File: config.mk
export PLATFORM = sky130hd
export DESIGN_NAME = mux21_rr_arbiter
export DESIGN_NICKNAME = d
export VERILOG_FILES = /design/src/rtl/mux21_rr_arbiter.sv
export SDC_FILE = /design/constraint.sdc
export NUM_CORES = 1
export LEC_CHECK = 0
export ABC_AREA = 0
export CORE_MARGIN = 2
export CORE_UTILIZATION = 33
export DETAILED_ROUTE_END_ITERATION = 10
export PLACE_DENSITY = 0.74
export SYNTH_ARGS = -nofsm -noshare
export SYNTH_HDL_FRONTEND = slang
export SYNTH_SLANG_ARGS = --single-unit
File: constraint.sdc
create_clock -name clk -period 1.6 [get_ports clk]
set_input_delay 0.16 -clock clk [delete_from_list [all_inputs] [get_ports clk]]
set_output_delay 0.16 -clock clk [all_outputs]
set_load 0.05 [all_outputs]
File: src/rtl/mux21_rr_arbiter.sv
// rtl/mux21_rr_arbiter.sv - round-robin arbiter driving a shared 2:1 mux path
// Registered grant/select with a per-grant burst limit; out_valid/out_data follow the owner's req combinationally.
module mux21_rr_arbiter #(
  parameter int W         = 8,
  parameter int MAX_BURST = 4
) (
  input  logic         clk,
  input  logic         rst,
  input  logic         req0,
  input  logic         req1,
  input  logic [W-1:0] d0,
  input  logic [W-1:0] d1,
  input  logic         out_ready,
  output logic         gnt0,
  output logic         gnt1,
  output logic         sel,
  output logic         out_valid,
  output logic [W-1:0] out_data
);

  localparam int CW = $clog2(MAX_BURST + 1);
  localparam logic [CW-1:0] CNT_LAST = CW'(MAX_BURST - 1);

  typedef enum logic [1:0] {IDLE, G0, G1} state_t;

  state_t        state, state_nxt, other;
  logic          last, last_nxt;
  logic [CW-1:0] cnt, cnt_nxt;
  logic          req_own, req_oth, beat;

  always_ff @(posedge clk) begin
    if (rst) begin
      state <= IDLE;
      last  <= 1'b1;
      cnt   <= '0;
    end else begin
      state <= state_nxt;
      last  <= last_nxt;
      cnt   <= cnt_nxt;
    end
  end

  assign gnt0      = (state == G0);
  assign gnt1      = (state == G1);
  assign sel       = (state == G1);
  assign out_valid = (gnt0 & req0) | (gnt1 & req1);
  assign beat      = out_valid & out_ready;
  assign out_data  = out_valid ? (sel ? d1 : d0) : '0;

  // last records the port that most recently gave up the channel
  always_comb begin
    state_nxt = state;
    last_nxt  = last;
    cnt_nxt   = cnt;
    req_own   = (state == G1) ? req1 : req0;
    req_oth   = (state == G1) ? req0 : req1;
    other     = (state == G1) ? G0 : G1;
    case (state)
      IDLE: begin
        if (req0 && req1)  state_nxt = last ? G0 : G1;
        else if (req0)     state_nxt = G0;
        else if (req1)     state_nxt = G1;
      end
      G0, G1: begin
        if (!req_own) begin
          state_nxt = req_oth ? other : IDLE;
          cnt_nxt   = '0;
          last_nxt  = (state == G1);
        end else if (beat && cnt == CNT_LAST) begin
          cnt_nxt = '0;
          if (req_oth) begin
            state_nxt = other;
            last_nxt  = (state == G1);
          end
        end else if (beat) begin
          cnt_nxt = cnt + CW'(1);
        end
      end
      default: state_nxt = IDLE;
    endcase
  end

endmodule

==> results.md <==
- Crit path DAT: 1.53 ns
- Clk_lat worst skew: 0.23 ns
- Setup-failing EPs final: 12
- Dpl cells: 128
- Part of the power in registers: about an eighth
- Starting DRT DRC Count: 17
- Main flop type after synthesis: dfxtp_1
- Reg2reg start: state[1]
- Largest area contributor in the netlist: dfxtp_1
- Flops & latches, synth: 6
- Power per Cell Area: 1510 nW/µm²
- CTS clk-pin slew, worst paths: about 0.040 ns
- Internal power: 1.05 mW
- Non-Filler Instances: 131
- Layout cells sized above 1: 47.4%
- Core area: 1690 µm²
- Cell depth of the worst min-delay path: 1
- Nets@finish: 142
- Pre-antenna DRT Iters: 4
- H-tree Lvls: 1
- Per-cell routed wire length: 14.6 µm
- Net Sw Power: 916 µW
- Failing checks: negative setup slack
- CTS tree: built
- Seq/Total Area, Yosys: 20.6%
- Die width: 46.0 µm
- Startpoint Class: flop
- R2R Setup Slk: -0.03 ns
- RSZ-0062 raised after global routing: true
- Crit-path max FO: 8
- Post-synth EDFFs: 0
- Final period util: 105%
- Dpl ws: -0.139 ns
- Largest net degree at the start of global routing: 10
- Post-synthesis cell type count: 28
- First-pass GRT wire length: 2570 µm
- Initial Utilization: 34.4%
- Total gr overflow: 0
- Clk root buf: clkbuf_4
- Dominant cells by area after synthesis: dfxtp_1, mux2i_1, ha_1, nor2_1, inv_1
- Area Overhead vs Synth: 124%
- CP required: 1.44 ns
- Mapped Cells: 71
- GRT Resource Usage Total: 16.5%
- CP Capture Type: output port
- Leak: 0.499 nW
- CTS Hold Bufs: 0
- Logic pwr share: 81.5%
- Most frequent cells in the layout: clkdlybuf4s50_1, buf_4, mux2i_4, nor2_4, buf_8
- Async SR Flop Fraction: 0%
- CTS Buf Count: 3
- Number of clock sinks: 6
- Slew @ Worst Pin: 0.317 ns
- Syn Nets: just under 100
- WS Path Type: flop to output port
- Final WS setup: -0.0868 ns
- Post-CTS setup repair buffer count: 0
- Most common cell after layout, fill and taps aside: clkdlybuf4s50_1
- Initial antenna violation count: 0
- DP HPWL: ~1400 µm
- Post-route minimum period: 1.69 ns
- DR vias/cell: 5.31
- Max Clock Skew: approximately 0.0015 ns
- Sw Share: 46.5%
- Via Count: 696
- Placer Congestion: roughly 0.76
- Status: complete, but fails checks
- HP Start: cnt[2]
- Mean Syn Cell Area: around 8.2 µm²
- IO buf count: 32
- Die height: roughly 46 µm
- Mapped Area: 582 µm²
- Fmax: between 500 and 600 MHz
- Clk buf depth: 2
- Slew HR: between 70% and 80%
- Max_cap viols: 0
- R2R cell count: 6
- Synth Warn #: 0
- Worst reg2reg endpoint: cnt[0]
- Hold Path End: cnt[2]
- Final-report hold violation count: 0
- IO Count: 33
- Worst hold-check path type: flop to flop
- Antenna-violating nets left: 0
- Worst IR Drop VDD: 883 µV
- Inserted Diodes: 0
- Vias in the first global route: 636
- Row cnt: 15
- Synth top area share: 20.6%
- DIE AREA: around 2100 µm²
- Clock network power share: under 10%
- Pins Over Slew Limit: 0
- DRC: 0
- Routed wire length: 1910 µm
worst max-delay path by stage:
stage	to	start	cells past startpoint	slack [ns]
floorplan	out_valid	state[0]	6	-0.46
global placement	state[0]	req0	6	-0.12
detailed placement	state[1]	req0	6	-0.14
CTS	out_data[0]	state[0]	6	-0.13
global route	out_data[1]	state[0]	6	-0.13
finish	out_data[1]	state[0]	6	-0.09
power by group through the flow:
stage	Combinational (mW)	Sequential [mW]	Clock, mW
floorplan	0.900	0.219	0
global placement	1.30	0.225	0
detailed placement	1.31	0.225	0
CTS	1.39	0.225	0.141
global route	1.68	0.239	0.149
finish	1.61	0.233	0.131
per-layer routing:
layer | wire length, µm | GRT usage (%) | vias to the layer above
met5 | 0 | 0 | -
met2 | 1060 | 25.3 | 12
met4 | 19 | 5.14 | 0
met1 | 801 | 23.5 | 338
met3 | 30 | 2.38 | 2
li1 | - | - | 344
critical path, cell delays in order, from the launching register on:
cell	delay [ns]
dfxtp_4	0.35
inv_4	0.07
ha_4	0.21
buf_12	0.19
mux2i_4	0.28
nor2_4	0.05
buf_8	0.14
logic make-up after synthesis:
logic type | after synthesis | synth area share [%]
compound gates | 15 | 20.4
buf+inv | 9 | 7.31
fa+ha+maj | 5 | 10.8
mux | 12 | 20.9
flops | 6 | 20.6
simple gates | 24 | 20.0
sequential cells by signal (all words and copies together), names as in the netlist:
| name | flops |
|---|---|
| last | 1 |
| state | 2 |
| cnt | 3 |
area by class of cell:
class                      count  area, µm²
timing repair buffer          43        499
sequential                     6        125
multi-input combinational     56        608
clock buffer                   3       22.5
tap                           17       21.3
inverter                       6       27.5
fill                         111        385
what timing repair did:
action	in CTS	in global routing
pin swaps	0	8
endpoints found under the setup margin	12	14
gates resized for setup	14	28
Yosys cell counts (2+ instances only):
| library cell | number |
|---|---|
| or4_1 | 2 |
| mux2i_1 | 11 |
| nand2_1 | 4 |
| o21ai_0 | 2 |
| nor2_1 | 11 |
| ha_1 | 5 |
| buf_4 | 2 |
| inv_1 | 6 |
| a22oi_1 | 2 |
| a21oi_1 | 2 |
| dfxtp_1 | 6 |
| and2_1 | 2 |
per-stage QoR:
stage	cell area (µm²)	setup TNS (ns)	total power, mW	util (%)	hold slack (ns)
2_1_floorplan	677	-5.13	1.12	-	0.229
3_3_place_gp	1090	-0.271	1.52	64.4	0.455
3_5_place_dp	1090	-0.331	1.53	64.4	0.460
4_1_cts	1160	-1.07	1.76	68.7	0.467
5_1_grt	1300	-1.52	2.06	77.2	0.499
6_report	1300	-0.691	1.97	77.2	0.464
No activity file was read; power rests on OpenSTA's default activity.
